`config.mk`:
```
export PLATFORM = sky130hd
export DESIGN_NAME = inbox_ctl
export DESIGN_NICKNAME = d
export VERILOG_FILES = /design/src/rtl/inbox_ctl.sv
export SDC_FILE = /design/constraint.sdc
export NUM_CORES = 1
export LEC_CHECK = 0
export BUFFER_PORTS_ARGS = -buffer_cell sky130_fd_sc_hd__buf_2
export CAP_MARGIN = 40
export CORE_ASPECT_RATIO = 1.4
export CORE_MARGIN = 2
export CORE_UTILIZATION = 56
export CTS_CLUSTER_DIAMETER = 30
export DETAILED_ROUTE_END_ITERATION = 12
export GPL_TIMING_DRIVEN = 0
export PLACE_DENSITY = 0.75
export SKIP_LAST_GASP = 1
export SYNTH_ARGS = -nofsm -noshare
export SYNTH_HDL_FRONTEND = slang
export SYNTH_SLANG_ARGS = --single-unit
```
`constraint.sdc`:
```
create_clock -name clk -period 2.17 [get_ports clk]
set_input_delay 0.434 -clock clk [delete_from_list [all_inputs] [get_ports clk]]
set_output_delay 0.434 -clock clk [all_outputs]
set_load 0.05 [all_outputs]
```
`src/rtl/inbox_ctl.sv`:
```
// Inbox sequencing controller: buffers a loader list, then serves it word by word to the CPU.
// Optional replay of the committed list via `rewind`, enabled by defining INBOX_REWIND_EN.
module inbox_ctl #(
    parameter int DEPTH_LOG2 = 5,
    parameter int WIDTH      = 8
) (
    input  logic                  clk,
    input  logic                  rst,
    input  logic                  ld_valid,
    input  logic [WIDTH-1:0]      ld_data,
    input  logic                  ld_last,
    output logic                  ld_ready,
    input  logic                  rIn,
    output logic [WIDTH-1:0]      DIN,
    output logic                  empty,
    output logic [DEPTH_LOG2:0]   count,
    output logic                  overflow
`ifdef INBOX_REWIND_EN
    ,
    input  logic                  rewind
`endif
);

    localparam int DEPTH = 1 << DEPTH_LOG2;
    localparam logic [DEPTH_LOG2:0] FULL = (DEPTH_LOG2 + 1)'(DEPTH);

    localparam logic [0:0] LOAD  = 1'b0;
    localparam logic [0:0] SERVE = 1'b1;

    logic [0:0]            state;
    logic [DEPTH_LOG2:0]   wr_ptr;
    logic [DEPTH_LOG2:0]   rd_ptr;
    logic                  ovf_q;
    logic [WIDTH-1:0]      mem [DEPTH];

    always_comb begin
        ld_ready = (state == LOAD);
        empty    = (state == LOAD) || (rd_ptr == wr_ptr);
        DIN      = empty ? '0 : mem[rd_ptr[DEPTH_LOG2-1:0]];
        count    = (state == LOAD) ? wr_ptr : (wr_ptr - rd_ptr);
        overflow = ovf_q;
    end

    always_ff @(posedge clk) begin
        if (rst) begin
            state  <= LOAD;
            wr_ptr <= '0;
            rd_ptr <= '0;
            ovf_q  <= 1'b0;
        end else begin
            case (state)
                LOAD: begin
                    if (ld_valid) begin
                        if (wr_ptr != FULL) wr_ptr <= wr_ptr + 1'b1;
                        else                ovf_q  <= 1'b1;
                        // a dropped last word still commits the list
                        if (ld_last) begin
                            state  <= SERVE;
                            rd_ptr <= '0;
                        end
                    end
                end
                default: begin
                    // the reload-request word itself is taken next cycle in LOAD
                    if (empty && ld_valid) begin
                        state  <= LOAD;
                        wr_ptr <= '0;
                        rd_ptr <= '0;
                        ovf_q  <= 1'b0;
                    end
`ifdef INBOX_REWIND_EN
                    else if (rewind) begin
                        rd_ptr <= '0;
                    end
`endif
                    else if (rIn && !empty) begin
                        rd_ptr <= rd_ptr + 1'b1;
                    end
                end
            endcase
        end
    end

    always_ff @(posedge clk) begin
        if (!rst && state == LOAD && ld_valid && wr_ptr != FULL)
            mem[wr_ptr[DEPTH_LOG2-1:0]] <= ld_data;
    end

endmodule

```
==> parameters.txt, run 1 <==
Parameter                              Value

Run status
  Status ... finished with violations
  Violations in the final reports ... setup timing

STA
  Final Skew ... 17.17 ps
  Fmax ... 0.3382 GHz
  Final count of pins violating max slew ... 0
  Final period util ... 1.363
  Final period demand of the worst path ... ~3000 ps
  Sum of negative setup slack ... -7985 ps
  RSZ-0062 raised after global routing ... yes
  Max-slew headroom ... 0.5286
  Final-report hold violation count ... 0
  Transition time at the pin with the least slew margin ... 704.5 ps
  Setup WS post-layout ... -787.3 ps
  Setup violation total in the final timing report ... 14

Place
  Post-detail-place hpwl ... 15590 um
  PortBufs ... 28
  Placer Congestion ... 0.9078
  Placed cell count ... 877

Setup path
  Kind of cell adding the most delay to the critical path ... compound AO/OA/AOI/OAI gates
  Crit path largest cell delay ... between 500 and 600 ps
  Worst-path fanout max ... 9
  Endpoint arrival time on the critical path ... 2520 ps
  Startpoint Class ... flop
  Most numerous cell on the critical path ... sky130_fd_sc_hd__buf_12
  Worst Setup End Kind ... output port
  Worst Path Required ... 1740 ps
  Worst reg2reg path depth ... 8
  Cells along the critical path ... buf_12 > buf_12 > mux4_2 > a22o_4 > a221oi_4 > o22ai_4 > buf_6
  Worst Setup Path Type ... flop to output port
  Worst r2r src ... rd_ptr[2]
  Cell with the largest stage delay on the worst path ... sky130_fd_sc_hd__mux4_2
  Internal reg-to-reg setup slack ... around 20 ps
  Sum of buffers and inverters on the critical path ... 3

Synthesis
  Average instance area after synthesis ... 18.76 um2
  Post-synthesis async set-or-reset flop share ... 0
  Share of cell area taken by muxes after synthesis ... 0.1333
  Summed instance area of the synthesized netlist ... roughly 11000 um2
  Top cells by area in the synthesized netlist ... sky130_fd_sc_hd__edfxtp_1 69%, sky130_fd_sc_hd__mux4_2 12%, sky130_fd_sc_hd__dfxtp_1 3.4%
  Combinational family with the most area after synthesis ... multiplexers
  Synthesis-stage register bit count ... 275
  Synth top cells by count ... 256 x sky130_fd_sc_hd__edfxtp_1, 59 x sky130_fd_sc_hd__mux4_2, 47 x sky130_fd_sc_hd__nor2_1
  Share of the synthesized area in the top cell type ... 0.6863
  Number of nets in the synthesized netlist ... between 600 and 700
  Syn Inst Count ... 597
  Synthesized-area fraction occupied by adder cells ... 0.01296
  Post-synth EDFFs ... approximately 260
  Most frequently used cell type in the post-synthesis netlist ... sky130_fd_sc_hd__edfxtp_1
  Post-synthesis simple-gate area fraction ... 0.04669
  Cell taking the most area after synthesis ... sky130_fd_sc_hd__edfxtp_1
  Count of cell types in the netlist ... 53
  Warnings, synthesis ... 0
  Part of the Yosys area used for sequential elements ... 0.7202
  Post-synthesis share of cell area spent on xor and xnor gates ... 0.004579
  Most common flop cell mapped by yosys ... sky130_fd_sc_hd__edfxtp_1
  Synthesized-area fraction occupied by ao, oa, aoi and oai cells ... 0.06054

Min path
  Min-Delay Startpoint ... ld_last
  Number of stages on the worst hold path ... 3
  Terminating pin of the worst hold path ... state
  Worst min-delay path class ... input port to flop

Global route
  GRT Total Usage ... 0.2572
  Initial antenna violation count ... 0
  Final global-route overflow total ... 0
  Maximum number of pins on one net before global-route repair ... 33
  Via count of the first global-routing pass ... 6533
  Wire length of the first global-routing pass ... slightly below 40000 um

Floorplan
  Starting density of the core ... 0.5667
  Count of boundary I/O pins ... 30
  Die W ... roughly 120 um
  Row count ... 61
  Placeable core region ... ~20000 um2
  Die area ... 21170 um2
  Y dimension of the die ... 171.3 um

Drt
  Violation count after the first detailed-routing iteration ... 686
  Routed vias/inst ... 6.409
  Count of TritonRoute iterations in the first routing pass ... 6
  DRC violations left ... 0
  Post-DRT Antenna Nets ... 0
  Routed Wire Length ... 26710 um
  Via count ... 6294
  Routed len/inst ... between 20 and 30 um

Clock network
  Clock buffer count from CTS ... 36
  Clk_lat worst skew ... 500 ps
  Clock tree from TritonCTS ... done
  Clock tree buffer depth ... 3
  Clock root buffer ... sky130_fd_sc_hd__clkbuf_16
  H-tree depth ... 2
  # clock sinks ... about 280
  CTS clock-pin slew for the worst setup and hold paths ... 50 ps

Cells and area
  Final standard cell count with taps included and fillers excluded ... 982
  Share of layout cells above drive strength 1 ... 0.4479
  Antenna diodes ... 0
  Final core occ ... 0.7269
  # nets final ... 728
  Layout-stage area growth over the synthesis result ... 28.28%

Job
  Count of max-cap constraint violations ... 0

Power
  Power density cells ... 849.1 nW/um2
  VDD IR max ... 0.4786 mV
  Leakage dissipation ... 4.583 nW
  Power Total ... 12.20 mW
state kept, by name (all words and copies together), names as in the netlist, named ones only:
register and count:
rd_ptr 6, overflow 1, wr_ptr 6, mem 256, state 1
layout by cell type (no fill, tap or decap), drive strengths merged, types with 3 or more instances in the layout:
master and instances:
edfxtp 256, buf 87, mux4 64, clkbuf 52, nor2 47, nand2 21
dfxtp 19, inv 19, a221oi 16, a22o 16, clkinv 14, nand3 12
a21oi 12, ha 10, o22ai 8, nor3 8, a31oi 7, nand4 4
a311oi 4, nor2b 4, o21a 3, nand2b 3, nand3b 3, a41oi 3
clkinvlp 3, xnor2 3, o21ai 3
metal layers:
layer | routed length [um] | up-vias | part of all wire | GRT usage
met5 | 0 | - | 0 | 0
met4 | 1425 | 0 | 0.053 | 0.1255
met3 | 1510 | 83 | 0.057 | 0.03316
met2 | 14070 | 286 | 0.53 | 0.4388
met1 | 9703 | 3221 | 0.36 | 0.3245
li1 | - | 2704 | - | -
where the power goes:
| group | total (mW) | internal [mW] | switching, mW |
|---|---|---|---|
| logic | 0.577 | 0.220 | 0.357 |
| registers | 5.82 | 5.81 | 0.0145 |
| clock network | 5.80 | 3.45 | 2.35 |
| total | 12.2 | 9.48 | 2.73 |
final cells by class:
cell class / instances / area (um2)
flip-flops and latches: 275 / 8097
repair buffers: 70 / 739.5
multi-input cells: 278 / 3667
fillers: 1083 / 5398
clock inverters: 27 / 275.3
well taps: 252 / 315.3
plain buffers: 32 / 301.5
clock buffers: 37 / 925.9
inverters: 11 / 48.80
cell families (layout without fill, tap and decap cells):
family | count (synthesis) | after routing
mux | 67 | 67
xor+xnor | 5 | 5
fa+ha+maj | 11 | 11
simple gates | 113 | 113
compound gates | 82 | 82
buf+inv | 44 | 177
flops | 275 | 275
repair_timing:
item,4_1_cts,5_1_grt
gates resized for setup,137,30
setup buffers,29,12
setup endpoints to repair,274,263
hold endpoints to repair,0,0
hold buffers,0,0
pin swaps,37,20
cloned,1,1
how the worst max path moves through the flow:
stage	endpoint	slack, ps	cells past startpoint
after floorplan	DIN[6]	-90	6
after global placement	mem[3][5]	-700	6
after detailed placement	mem[30][3]	-700	6
after CTS	DIN[4]	-820	7
after global routing	DIN[4]	-880	6
final	DIN[3]	-790	7
tightest hold or removal path, delay by kind of cell:
kind	cells	cell delay (ps)
buffers and inverters	1	100
AO/OA/AOI/OAI	1	80
AND/OR/NAND/NOR	1	110
per-stage QoR:
step	hold WS (ps)	worst slack, ps	instance area, um2
finish	296.1	-787.3	14370
global route	284.6	-879.8	14370
CTS	272.0	-821.3	14090
detailed placement	518.6	-699.5	11990
global placement	503.4	-703.5	11990
floorplan	479.8	-89.32	11530
Power figures use the tool's default switching activity.
==> inputs of run 2 (changes only) <==
==> constraint.sdc (replaced) <==
create_clock -name clk -period 2.4 [get_ports clk]
set_input_delay 0.48 -clock clk [delete_from_list [all_inputs] [get_ports clk]]
set_output_delay 0.48 -clock clk [all_outputs]
set_load 0.05 [all_outputs]
==> parameters.txt, run 2 (synthesis gave the netlist of run 1 again) <==
Parameter                              Value

Global route
  Maximum number of pins on one net before global-route repair ... 33 (unchanged)
  Via count of the first global-routing pass ... 6562 (was 6533)
  GRT Total Usage ... 0.2691 (was 0.2572)
  Initial antenna violation count ... 0 (unchanged)
  Final global-route overflow total ... 0 (unchanged)
  Wire length of the first global-routing pass ... 40810 um (was 39380 um)

Floorplan
  Placeable core region ... 19770 um2 (unchanged)
  Row count ... 61 (unchanged)
  Y dimension of the die ... 171.3 um (unchanged)
  Die area ... 21170 um2 (unchanged)
  Count of boundary I/O pins ... 30 (unchanged)
  Starting density of the core ... 0.5667 (unchanged)
  Die W ... 123.5 um (unchanged)

Clock network
  Clk_lat worst skew ... 510 ps (was 500 ps)
  Number of buffers inserted by hold repair at cts ... 0 (unchanged)
  CTS clock-pin slew for the worst setup and hold paths ... 50 ps (about the same)
  # clock sinks ... 275 (unchanged)
  Clock tree from TritonCTS ... done (unchanged)
  Clock buffer count from CTS ... 35 (was 36)
  Clock root buffer ... sky130_fd_sc_hd__clkbuf_16 (unchanged)
  Clock tree buffer depth ... 3 (unchanged)
  H-tree depth ... 2 (unchanged)

STA
  Final Skew ... 17.42 ps (was 17.17 ps)
  Transition time at the pin with the least slew margin ... 657.4 ps (was 704.5 ps)
  Hold slack final ... 292.2 ps (was 296.1 ps)
  Setup violation total in the final timing report ... 13 (was 14)
  Final period util ... 1.309
  RSZ-0062 raised after global routing ... yes (unchanged)
  Final-report hold violation count ... 0 (unchanged)
  Final count of pins violating max slew ... 0 (unchanged)
  Fmax ... 0.3182 GHz
  Max-slew headroom ... 0.5617 (was 0.5286)
  Setup WS post-layout ... -742.3 ps (was -787.3 ps)
  Final period demand of the worst path ... 3142 ps

Cells and area
  Commonest cells after routing, fill and taps aside ... 256 x sky130_fd_sc_hd__edfxtp_1, 60 x sky130_fd_sc_hd__mux4_2, 42 x sky130_fd_sc_hd__buf_4 (was 256 x sky130_fd_sc_hd__edfxtp_1, 63 x sky130_fd_sc_hd__mux4_2, 38 x sky130_fd_sc_hd__clkbuf_16)
  FF+latch area ... 8095 um2 (was 8097 um2)
  Flip-flop count of the largest register, all copies and words added ... 256 (unchanged)
  # fillers ... 1048 (was 1083)
  Most common cell after layout, fill and taps aside ... sky130_fd_sc_hd__edfxtp_1 (unchanged)
  Share of layout cells above drive strength 1 ... 0.4410 (was 0.4479)
  Multi-input gate area in the final layout ... 3580 um2 (was 3667 um2)
  Antenna diodes ... 0 (unchanged)
  Layout-stage area growth over the synthesis result ... 28.76% (was 28.28%)
  # nets final ... 743 (was 728)
  Final core occ ... 0.7297 (was 0.7269)

Drt
  Routed length on met3 ... 1617 um (was 1510 um)
  Count of TritonRoute iterations in the first routing pass ... 6 (unchanged)
  Met1 Routed Length ... 10070 um (was 9703 um)
  Post-DRT Antenna Nets ... 0 (unchanged)
  Violation count after the first detailed-routing iteration ... 746 (was 686)
  Routed vias/inst ... 6.466 (was 6.409)
  DRC violations left ... 0 (unchanged)
  Met2 routed WL ... 14920 um (was 14070 um)
  DR top layer ... met4 (unchanged)
  Routed Wire Length ... 27870 um (was 26710 um)
  Via count ... 6453 (was 6294)
  Routed len/inst ... 27.92 um (was 27.20 um)

Run status
  Violations in the final reports ... setup timing (unchanged)
  Status ... finished with violations (unchanged)

Power
  Power density cells ... 781.7 nW/um2 (was 849.1 nW/um2)
  VDD IR max ... 0.7595 mV (was 0.4786 mV)
  Power Total ... 11.28 mW (was 12.20 mW)
  Leakage dissipation ... 4.701 nW (was 4.583 nW)

Place
  Post-detail-place hpwl ... 15470 um (was 15590 um)
  Placer Congestion ... 0.8636 (was 0.9078)
  PortBufs ... 28 (unchanged)

Min path
  Worst min-delay path class ... input port to flop (unchanged)

Setup path
  Crit path largest cell delay ... 550 ps (about the same)
  Cells along the critical path ... buf_12 > buf_12 > buf_12 > buf_12 > mux4_2 > a221oi_4 > o22ai_4 > buf_6 (was buf_12 > buf_12 > mux4_2 > a22o_4 > a221oi_4 > o22ai_4 > buf_6)
  Most numerous cell on the critical path ... sky130_fd_sc_hd__buf_12 (unchanged)
  Startpoint Class ... flop (unchanged)
  Worst r2r src ... wr_ptr[0] (was rd_ptr[2])
  Cell with the largest stage delay on the worst path ... sky130_fd_sc_hd__mux4_2 (unchanged)
  Worst setup path endpoint ... DIN[2] (was DIN[3])
  Worst Setup End Kind ... output port (unchanged)
  Worst reg2reg endpoint ... mem[27][6]
  Endpoint arrival time on the critical path ... 2660 ps (was 2520 ps)
  Worst Path Required ... 1920 ps (was 1740 ps)
  Worst reg2reg path depth ... 10 (was 8)
  Internal reg-to-reg setup slack ... 70 ps (was 20 ps)
  Worst-path fanout max ... 8 (was 9)
  Worst Setup Path Type ... flop to output port (unchanged)

Job
  Count of max-cap constraint violations ... 0 (unchanged)
run 2: changes by cell type in the layout (fill, tap and decap cells not counted), sizes merged:
cell / delta
buf: +13
bufinv: +3
clkbuf: +7
clkinv: -4
clkinvlp: -1
inv: -2
run 2: area by class of cell:
cell class              count  share of cell area
clock inverters            23             0.02195
multi-input cells         278              0.2482
clock buffers              41             0.06445
plain buffers              32             0.01882
inverters                  11            0.003383
well taps                 252             0.02186
repair buffers             86             0.06011
flip-flops and latches    275              0.5612
run 2: per-stage QoR:
stage	area, um2	instances	setup slack [ps]	TNS, ps
after floorplan	11360	597	-44.07	-44.07
after global placement	11820	877	-717.5	-101860
after detailed placement	11850	881	-824.8	-116010
after CTS	14090	976	-722.5	-10330
after global routing	14420	998	-800.7	-7259
final	14420	998	-742.3	-6439
run 2: how the worst min path moves through the flow:
stage | startpoint | endpoint | slack (ps) | cells past startpoint
floorplan | rd_ptr[4] | flop | 500 | 2
global placement | overflow | overflow | 520 | 2
detailed placement | overflow | overflow | 510 | 2
CTS | ld_last | state | 280 | 3
global route | ld_last | state | 300 | 3
finish | ld_last | state | 290 | 3
run 2: power by group:
part           internal, mW  switching (mW)  total [mW]
clock                  3.39            2.09        5.49
combinational         0.201           0.319       0.520
sequential             5.25          0.0147        5.27
total                  8.85            2.43        11.3
run 2: what timing repair did:
action | 4_1_cts | 5_1_grt
endpoints found under the setup margin | 271 | 271
pin swaps | 29 | 28
resized for setup | 174 | 27
buffers inserted | 31 | 23
cloned | 1 | 0
run 2: critical path: cells and delay by family (launching register included):
family,cells,cell delay (ps)
buffers and inverters,5,700
AO/OA/AOI/OAI,2,560
flip-flops,1,340
multiplexers,1,550
run 2: routing by layer:
metal,vias up,track usage
met5,-,0
met1,3291,0.3267
li1,2727,-
met3,92,0.04178
met4,0,0.1290
met2,343,0.4680
==> inputs of run 3 (changes only) <==
--- a/config.mk
+++ b/config.mk
@@ -13,7 +13,7 @@
 export CTS_CLUSTER_DIAMETER = 30
 export DETAILED_ROUTE_END_ITERATION = 12
 export GPL_TIMING_DRIVEN = 0
-export PLACE_DENSITY = 0.75
+export PLACE_DENSITY = 0.82
 export SKIP_LAST_GASP = 1
 export SYNTH_ARGS = -nofsm -noshare
 export SYNTH_HDL_FRONTEND = slang
==> parameters.txt, run 3 (synthesis gave the netlist of run 1 again) <==
Parameter                              Value

Setup path
  Cell with the largest stage delay on the worst path ... sky130_fd_sc_hd__mux4_2 (unchanged)
  Worst Path Required ... 1920 ps (about the same)
  Startpoint Class ... flop (unchanged)
  Worst Setup End Kind ... output port (unchanged)
  Endpoint arrival time on the critical path ... 2710 ps (was 2660 ps)
  Cells along the critical path ... buf_8 > buf_12 > buf_16 > mux4_2 > a22o_1 > a221oi_4 > o22ai_4 > buf_6 (was buf_12 > buf_12 > buf_12 > buf_12 > mux4_2 > a221oi_4 > o22ai_4 > buf_6)
  Worst-path fanout max ... 5 (was 8)
  Crit path largest cell delay ... 540 ps (was 550 ps)
  Worst Setup Path Type ... flop to output port (unchanged)

STA
  Final period util ... 1.329 (was 1.309)
  Setup violation total in the final timing report ... 13 (unchanged)
  RSZ-0062 raised after global routing ... yes (unchanged)
  Fmax ... 0.3136 GHz (was 0.3182 GHz)
  Final period demand of the worst path ... 3189 ps (was 3142 ps)
  Final Skew ... 28.23 ps (was 17.42 ps)
  Transition time at the pin with the least slew margin ... 673.7 ps (was 657.4 ps)
  Final-report hold violation count ... 0 (unchanged)
  Final count of pins violating max slew ... 0 (unchanged)
  Setup WS post-layout ... -789.2 ps (was -742.3 ps)
  Max-slew headroom ... 0.5492 (was 0.5617)

Clock network
  Clock tree from TritonCTS ... done (unchanged)
  H-tree depth ... 1 (was 2)
  CTS clock-pin slew for the worst setup and hold paths ... 60 ps (was 50 ps)
  Clk_lat worst skew ... 570 ps (was 510 ps)
  Clock buffer count from CTS ... 31 (was 35)
  Clock tree buffer depth ... 3 (unchanged)
  # clock sinks ... 275 (unchanged)
  Clock root buffer ... sky130_fd_sc_hd__clkbuf_16 (unchanged)
  Number of buffers inserted by hold repair at cts ... 0 (unchanged)

Power
  VDD IR max ... 0.5803 mV (was 0.7595 mV)
  Power Total ... 10.93 mW (was 11.28 mW)
  Power density cells ... 768.4 nW/um2 (was 781.7 nW/um2)
  Leakage dissipation ... 4.543 nW (was 4.701 nW)

Cells and area
  Layout-stage area growth over the synthesis result ... 27.00% (was 28.76%)
  Antenna diodes ... 0 (unchanged)
  Post-route cell area ... 14230 um2 (was 14420 um2)
  Flip-flop count of the largest register, all copies and words added ... 256 (unchanged)
  Most common cell after layout, fill and taps aside ... sky130_fd_sc_hd__edfxtp_1 (unchanged)
  Share of layout cells above drive strength 1 ... 0.4373 (was 0.4410)
  Commonest cells after routing, fill and taps aside ... 256 x sky130_fd_sc_hd__edfxtp_1, 62 x sky130_fd_sc_hd__mux4_2, 37 x sky130_fd_sc_hd__clkbuf_16 (was 256 x sky130_fd_sc_hd__edfxtp_1, 60 x sky130_fd_sc_hd__mux4_2, 42 x sky130_fd_sc_hd__buf_4)
  # fillers ... 1057 (was 1048)
  # nets final ... 717 (was 743)

Drt
  Routed vias/inst ... 6.721 (was 6.466)
  DRC violations left ... 0 (unchanged)
  Post-DRT Antenna Nets ... 0 (unchanged)
  Routed Wire Length ... 29270 um (was 27870 um)
  Violation count after the first detailed-routing iteration ... 756 (was 746)
  Routed len/inst ... 30.17 um (was 27.92 um)
  Via count ... 6519 (was 6453)
  Count of TritonRoute iterations in the first routing pass ... 5 (was 6)

Global route
  Final global-route overflow total ... 0 (unchanged)
  GRT Total Usage ... 0.2689 (was 0.2691)
  Maximum number of pins on one net before global-route repair ... 33 (unchanged)
  Wire length of the first global-routing pass ... 41080 um (was 40810 um)
  Via count of the first global-routing pass ... 6638 (was 6562)
  Initial antenna violation count ... 0 (unchanged)

Place
  Placer Congestion ... 0.8676 (was 0.8636)
  Post-detail-place hpwl ... 15390 um (was 15470 um)
  PortBufs ... 28 (unchanged)
  Cell area after placement ... 11830 um2 (was 11850 um2)

Run status
  Status ... finished with violations (unchanged)
  Violations in the final reports ... setup timing (unchanged)

Floorplan
  Placeable core region ... 19770 um2 (unchanged)
  Row count ... 61 (unchanged)
  Starting density of the core ... 0.5667 (unchanged)
  Die area ... 21170 um2 (unchanged)
  Count of boundary I/O pins ... 30 (unchanged)
  Y dimension of the die ... 171.3 um (unchanged)
  Die W ... 123.5 um (unchanged)

Job
  Count of max-cap constraint violations ... 0 (unchanged)

Min path
  Worst min-delay path class ... input port to flop (unchanged)
run 3: layout make-up:
type | instances | area [um2] | area share
clock inverter | 22 | 256.5 | 0.01803
multi-input combinational | 278 | 3667 | 0.2578
sequential | 275 | 8097 | 0.5691
buffer | 31 | 259.0 | 0.01821
clock buffer | 36 | 889.6 | 0.06253
inverter | 11 | 48.80 | 0.003430
timing repair buffer | 65 | 693.2 | 0.04872
tap | 252 | 315.3 | 0.02216
run 3: stage by stage:
| stage | TNS, ps | utilization | hold slack [ps] | setup slack [ps] | std cells |
|---|---|---|---|---|---|
| floorplan | -44.07 | - | 502.0 | -44.07 | 597 |
| global placement | -98850 | 0.5977 | 515.1 | -628.5 | 877 |
| detailed placement | -106500 | 0.5985 | 520.4 | -713.1 | 879 |
| CTS | -8827 | 0.7093 | 240.6 | -765.6 | 960 |
| global route | -7749 | 0.7197 | 273.2 | -820.4 | 970 |
| finish | -7059 | 0.7197 | 247.1 | -789.2 | 970 |
run 3: critical path: cells and delay by family, from the launching register on:
kind / cells / cell delay (ps)
flops: 1 / 340
mux: 1 / 540
buf+inv: 4 / 560
compound gates: 3 / 700
run 3: worst paths after layout:
path              depth (start not counted)         to  slack, ps  startpoint
setup / recovery                          8     DIN[5]       -790        flop
setup reg to reg                          8  mem[8][7]         60   wr_ptr[0]
hold / removal                            3      state        250     ld_last
hold reg to reg                           2   overflow        540    overflow
run 3: layer usage:
metal | vias to the layer above | wire length (um) | track usage
met5 | - | 0 | 0
met4 | 0 | 1302 | 0.1072
met3 | 78 | 1754 | 0.03249
met2 | 382 | 15840 | 0.4835
met1 | 3386 | 10370 | 0.3278
li1 | 2673 | - | -
run 3: power breakdown:
| group | leakage [nW] | total, mW | internal [mW] | switching, mW |
|---|---|---|---|---|
| logic | 1.52 | 0.528 | 0.200 | 0.328 |
| clock network | 0.557 | 5.14 | 2.97 | 2.17 |
| registers | 2.46 | 5.26 | 5.25 | 0.0146 |
| total | 4.54 | 10.9 | 8.42 | 2.51 |
run 3: timing repair:
| action | 4_1_cts | 5_1_grt |
|---|---|---|
| cloned | 3 | 2 |
| setup endpoints to repair | 271 | 265 |
| pin swaps | 31 | 23 |
| resized for setup | 194 | 27 |
| setup buffers | 21 | 11 |
